**config.mk**
```make
export PLATFORM = sky130hd
export DESIGN_NAME = letter_spawner
export DESIGN_NICKNAME = d
export VERILOG_FILES = /design/src/rtl/letter_spawner.sv
export SDC_FILE = /design/constraint.sdc
export NUM_CORES = 1
export LEC_CHECK = 0
export CAP_MARGIN = 0
export CORE_MARGIN = 2
export CORE_UTILIZATION = 33
export CTS_CLUSTER_SIZE = 12
export DETAILED_ROUTE_END_ITERATION = 7
export GPL_ROUTABILITY_DRIVEN = 0
export GPL_TIMING_DRIVEN = 0
export PLACE_DENSITY_LB_ADDON = 0.25
export SYNTH_ARGS = -nofsm -noshare
export SYNTH_HDL_FRONTEND = slang
export SYNTH_SLANG_ARGS = --single-unit
```
**constraint.sdc**
```tcl
create_clock -name clk -period 8.6 [get_ports clk]
set_input_delay 1.29 -clock clk [delete_from_list [all_inputs] [get_ports clk]]
set_output_delay 1.29 -clock clk [all_outputs]
set_load 0.02 [all_outputs]
```
**src/rtl/letter_spawner.sv**
```systemverilog
// Falling-letter record generator: a period timer triggers a bounded LFSR draw of
// (ch, speed, y), which is then offered to the object allocator over valid/ready.
module letter_spawner #(
  parameter int                LFSR_W    = 16,
  parameter logic [LFSR_W-1:0] SEED      = 'hACE1,
  parameter int                Y_W       = 10,
  parameter int                Y_MAX     = 640,
  parameter int                SPEED_W   = 4,
  parameter int                SPEED_MAX = 15,
  parameter int                MAX_DRAW  = 4,
  parameter bit                NO_REPEAT = 1'b1
) (
  input  logic               clk,
  input  logic               rst,
  input  logic               enable,
  input  logic [1:0]         mode,
  input  logic [15:0]        period,
  input  logic               spawn_ready,
  output logic               spawn_valid,
  output logic [7:0]         ch,
  output logic [SPEED_W-1:0] speed,
  output logic [8:0]         x,
  output logic [Y_W-1:0]     y,
  output logic [7:0]         dropped
);

  localparam logic [1:0] S_IDLE  = 2'd0;
  localparam logic [1:0] S_DRAW  = 2'd1;
  localparam logic [1:0] S_OFFER = 2'd2;

  localparam int                 ATT_W   = $clog2(MAX_DRAW + 1);
  localparam logic [ATT_W-1:0]   ATT_MAX = ATT_W'(MAX_DRAW);
  localparam logic [LFSR_W-1:0]  SEED_NZ = (SEED == '0) ? LFSR_W'(1) : SEED;
  // Right-shifting Galois form of x^16+x^14+x^13+x^11+1
  localparam logic [LFSR_W-1:0]  TAPS    = LFSR_W'(16'hB400);
  localparam logic [Y_W:0]       YMAX_L  = (Y_W+1)'(Y_MAX);
  localparam logic [SPEED_W-1:0] SMAX    = SPEED_W'(SPEED_MAX);

  function automatic logic [5:0] set_size(input logic [1:0] m);
    case (m)
      2'd2:    return 6'd10;
      2'd3:    return 6'd36;
      default: return 6'd26;
    endcase
  endfunction

  function automatic logic [7:0] ch_of(input logic [1:0] m, input logic [5:0] i);
    case (m)
      2'd1:    return 8'd65 + {2'b00, i};
      2'd2:    return 8'd48 + {2'b00, i};
      2'd3:    return (i < 6'd26) ? 8'd97 + {2'b00, i} : 8'd22 + {2'b00, i};
      default: return 8'd97 + {2'b00, i};
    endcase
  endfunction

  logic [LFSR_W-1:0]  lfsr;
  logic [15:0]        cnt, per_q, per_eff;
  logic [1:0]         state;
  logic [ATT_W-1:0]   att;
  logic [7:0]         last_ch;
  logic               tick, hs, drop;

  logic [Y_W-1:0]     raw_y, fix_y;
  logic [5:0]         raw_c, sz, idx, nxt_idx, fix_idx;
  logic [SPEED_W-1:0] raw_s, spd;
  logic [7:0]         cand_ch;
  logic               y_ok, rep, final_att;

  assign per_eff = (period == 16'd0) ? 16'd1 : period;
  assign tick    = enable && (cnt == per_q - 16'd1);
  assign hs      = spawn_valid && spawn_ready;
  assign drop    = tick && ((state == S_DRAW) || ((state == S_OFFER) && !hs));
  assign x       = 9'd0;

  always_comb begin
    raw_y     = lfsr[Y_W-1:0];
    raw_c     = lfsr[15:10];
    raw_s     = lfsr[SPEED_W-1:0];
    sz        = set_size(mode);
    idx       = raw_c % sz;
    cand_ch   = ch_of(mode, idx);
    y_ok      = {1'b0, raw_y} < YMAX_L;
    rep       = NO_REPEAT && (cand_ch == last_ch);
    final_att = (y_ok && !rep) || (att == ATT_MAX);
    // Fallback on the last attempt: fold y into range, step ch past the repeat
    fix_y     = y_ok ? raw_y : Y_W'({1'b0, raw_y} - YMAX_L);
    nxt_idx   = idx + 6'd1;
    fix_idx   = rep ? ((nxt_idx == sz) ? 6'd0 : nxt_idx) : idx;
    if (raw_s == '0)       spd = SPEED_W'(1);
    else if (raw_s > SMAX) spd = SMAX;
    else                   spd = raw_s;
  end

  always_ff @(posedge clk) begin
    if (rst) begin
      lfsr        <= SEED_NZ;
      cnt         <= 16'd0;
      per_q       <= per_eff;
      state       <= S_IDLE;
      att         <= ATT_W'(1);
      last_ch     <= 8'd0;
      spawn_valid <= 1'b0;
      ch          <= 8'd97;
      speed       <= SPEED_W'(1);
      y           <= '0;
      dropped     <= 8'd0;
    end else begin
      lfsr <= {1'b0, lfsr[LFSR_W-1:1]} ^ (lfsr[0] ? TAPS : '0);
      if (enable) begin
        if (tick) begin
          cnt   <= 16'd0;
          per_q <= per_eff;
        end else begin
          cnt <= cnt + 16'd1;
        end
      end
      if (drop && dropped != 8'hFF) dropped <= dropped + 8'd1;
      case (state)
        S_IDLE: if (tick) begin
          state <= S_DRAW;
          att   <= ATT_W'(1);
        end
        S_DRAW: if (final_att) begin
          ch          <= ch_of(mode, fix_idx);
          y           <= fix_y;
          speed       <= spd;
          spawn_valid <= 1'b1;
          state       <= S_OFFER;
        end else begin
          att <= att + ATT_W'(1);
        end
        S_OFFER: if (hs) begin
          spawn_valid <= 1'b0;
          last_ch     <= ch;
          state       <= tick ? S_DRAW : S_IDLE;
          att         <= ATT_W'(1);
        end
        default: state <= S_IDLE;
      endcase
    end
  end

endmodule

```
==> summary.txt <==
GRT
  – Global-route total usage across every layer: 17.8%
  – First-pass GRT wire length: 31200 µm
  – Via count of the first global-routing pass: 6011
  – Overall overflow remaining after global route: 0
  – Pin count of the biggest net entering global routing: 26
  – Antenna violations before repair: 0

Pwr
  – Internal power: 0.00121 W
  – Maximum ir drop on the vdd rail: 0.113 mV
  – Clock group share of total power: 22.8%
  – Gate power share: 53.5%
  – Switching component of the power: 0.000753 W
  – Total leakage power: 3.23 nW
  – Share of power burned in registers: 23.7%
  – Switching share of power: between 30 and 40%
  – Power per unit of standard cell area: 221 nW/µm²

Synthesis
  – Top cells by area in the synthesized netlist: dfxtp_1 (23%), edfxtp_1 (7.2%), ha_1 (5.4%)
  – Largest area contributor in the synthesized netlist: dfxtp_1
  – Async SR Flop Fraction: 0%
  – Area share of the largest cell type after synthesis: 22.8%
  – Average cell area after synthesis: approximately 8.1 µm²
  – #FFs+latches synth: 92
  – Yosys Warn Count: 0
  – Netlist area before placement: between 6000 and 7000 µm²
  – Fraction of the yosys area taken by sequential cells: ~30%
  – Cell with the most instances after synthesis: nand2_1
  – Cell count after synthesis: 823
  – Unique masters post-synth: 96
  – Ys flop type: dfxtp_1
  – Most frequent cells after synthesis: nand2_1 (91), nor2_1 (78), dfxtp_1 (76), a21oi_1 (58), xnor2_1 (36)
  – Number of flops mapped to enable cells by yosys: 16

Layout
  – Number of inserted diodes: 0
  – Core Util, Final: 45.0%
  – Net count, final: 993
  – Synth-to-layout area growth: 32.9%
  – Fraction of final layout cells with drive strength greater than 1: 21.5%

Setup path
  – Required time of the critical path: 8.81 ns
  – Flop-to-flop setup slack: 1.00 ns
  – Critical Path Sink Type: flop
  – Arrival time worst endpoint: 8.65 ns
  – Startpoint type of the worst setup path: input port
  – Worst Path Max Fanout: 9
  – Biggest cell delay along the critical path: around 0.43 ns
  – Setup CP Type: in2reg
  – Count of cell instances traversed by the critical path: 35
  – Worst path most repeated cell: ha_4
  – Library cell contributing the largest single delay on the critical path: or3_4
  – Number of cell instances on the worst register-to-register path: 33
  – Crit path buffers/inverters: 6
  – Worst path top cell family by delay: compound AO/OA/AOI/OAI gates

Floorplanning
  – Horizontal extent of the die: 146 µm
  – Area of the core: 19700 µm²
  – Standard-cell rows: 51
  – Die outline area: 21300 µm²
  – Height of the die: approximately 150 µm
  – Io pins: 62
  – Starting Density: between 30 and 40%

Route
  – Wire length reported by the detailed router: 19400 µm
  – Via density per instance: 5.24
  – Routed Antenna Nets: 0
  – Violation count after the first detailed-route iteration: 337
  – Final routed DRC violation total: 0
  – Wire length per cell after detailed routing: 16.0 µm
  – Total via count in the routed design: 6343
  – Number of iterations in the first detailed-routing pass: 7

Flow run
  – Max-cap check violation count: 0

Outcome
  – Status: finished clean

Clock tree
  – # clock sinks: 92
  – Clock tree from TritonCTS: done
  – Later-pin clock latency in the skew report: 0.34 ns
  – Root Buffer: clkbuf_16
  – Max Buffers Root-to-Sink: 2
  – CTS H-Tree Depth: 3
  – CTS clk-pin slew, worst paths: 0.06 ns
  – Hold-fix buffer count after cts: 0
  – Number of clock buffers inserted by TritonCTS: 9

STA
  – Peak Freq: 119 MHz
  – Worst Slack Setup Final: 0.166 ns
  – Final number of hold-violating endpoints: 0
  – Minimum clock period after layout: 8.43 ns
  – Worst slew pin tran: 0.765 ns
  – Post-Route Setup TNS: 0 ns
  – Setup skew after layout: 0.0140 ns
  – Final setup violation count: 0
  – Normalized max-slew margin: 49.0%
  – Portion of the clock cycle consumed by the worst path in the final layout: 98.1%
  – Final Max Tran Viols: 0

Place
  – Minimum setup slack after placement: -1.72 ns
  – Placed wire-length estimate: ~14000 µm
  – IO buf count: 50

Hold path
  – Hold Path Stages: 1
  – Hold Path Class: reg2reg
state kept, by name, summed over array words and instances (netlist names):
name	cells
spawn_valid	1
ch	8
per_q	16
cnt	16
speed	4
last_ch	8
dropped	8
state	2
att	3
y	10
lfsr	16
cell usage in the layout (no fill, tap or decap), types with 8 or more instances in the layout:
cell type         n
inv_1            22
buf_4            62
ha_4             12
dfxtp_1          76
nand2_1          89
a31oi_1           8
nand3_1          19
edfxtp_1         16
conb_1            9
nor2_1           77
nand2b_1         10
or3_1             8
clkdlybuf4s50_1  49
xnor2_1          34
clkbuf_1         33
a21oi_1          56
or2_2            10
nand4_1          11
xor2_1           25
nor2b_1          14
clkbuf_16        10
nor3_1           27
o21ai_0          26
ha_1             15
per-layer routing:
metal / vias to the layer above / wire length, µm / GRT usage (%)
li1: 3182 / - / -
met1: 2916 / 8890 / 23.9
met2: 208 / 8920 / 28.8
met3: 37 / 1130 / 3.75
met4: 0 / 461 / 5.24
met5: - / 0 / 0
final timing paths:
check,startpoint,endpoint
worst max-delay path,mode[1],ch[4]
worst min-delay path,lfsr[6],lfsr[5]
worst max register to register,lfsr[13],ch[4]
worst min register to register,lfsr[6],lfsr[5]
timing repair:
item,in CTS,in global routing
resized for setup,42,33
buffers inserted,25,25
endpoints found under the setup margin,28,20
pin swaps,20,35
through the flow:
| step | cell area (µm²) | total power, W | hold WS (ns) | cells |
|---|---|---|---|---|
| 2_1_floorplan | 6920 | 0.00111 | 0.417 | 831 |
| 3_3_place_gp | 7750 | 0.00129 | 0.439 | 1146 |
| 3_5_place_dp | 7750 | 0.00128 | 0.428 | 1146 |
| 4_1_cts | 8490 | 0.00184 | 0.453 | 1186 |
| 5_1_grt | 8850 | 0.00207 | 0.473 | 1211 |
| 6_report | 8850 | 0.00196 | 0.458 | 1211 |
cell type report:
type | instances | area (µm²)
Inverter | 29 | 124
Buffer | 62 | 377
Fill cell | 1987 | 10800
Clock inverter | 4 | 77.6
Sequential cell | 92 | 2000
Tap cell | 265 | 332
Clock buffer | 11 | 264
Timing Repair Buffer | 101 | 900
Multi-Input combinational cell | 647 | 4780
cell families (layout without fill, tap and decap cells):
kind of cell    Yosys count  count (layout)  synth area share [%]
simple gates            331             331                  25.1
compound gates          202             202                  22.1
flops                    92              92                  30.1
buf+inv                  92             207                  6.56
xor+xnor                 62              62                  8.36
fa+ha+maj                30              30                  5.60
mux                      13              13                  2.14
other cells               1               9                0.0563
power by group through the flow:
stage	Sequential, W	Combinational (W)	Clock [W]
after CTS	0.000465	0.000916	0.000458
after global routing	0.000467	0.00113	0.000478
after global placement	0.000475	0.000811	0
after detailed placement	0.000474	0.000806	0
after floorplan	0.000470	0.000640	0
final	0.000465	0.00105	0.000446
worst reg2reg max path, delay by kind of cell, from the launching register on:
family | cells | cell delay, ns
DFF | 1 | 0.39
and+or+nand+nor | 8 | 1.92
muxes | 2 | 0.43
adders and majority gates | 5 | 1.08
buffers and inverters | 5 | 0.78
AOI/OAI and AO/OA | 13 | 2.89
(Power assumes the default switching activity.)
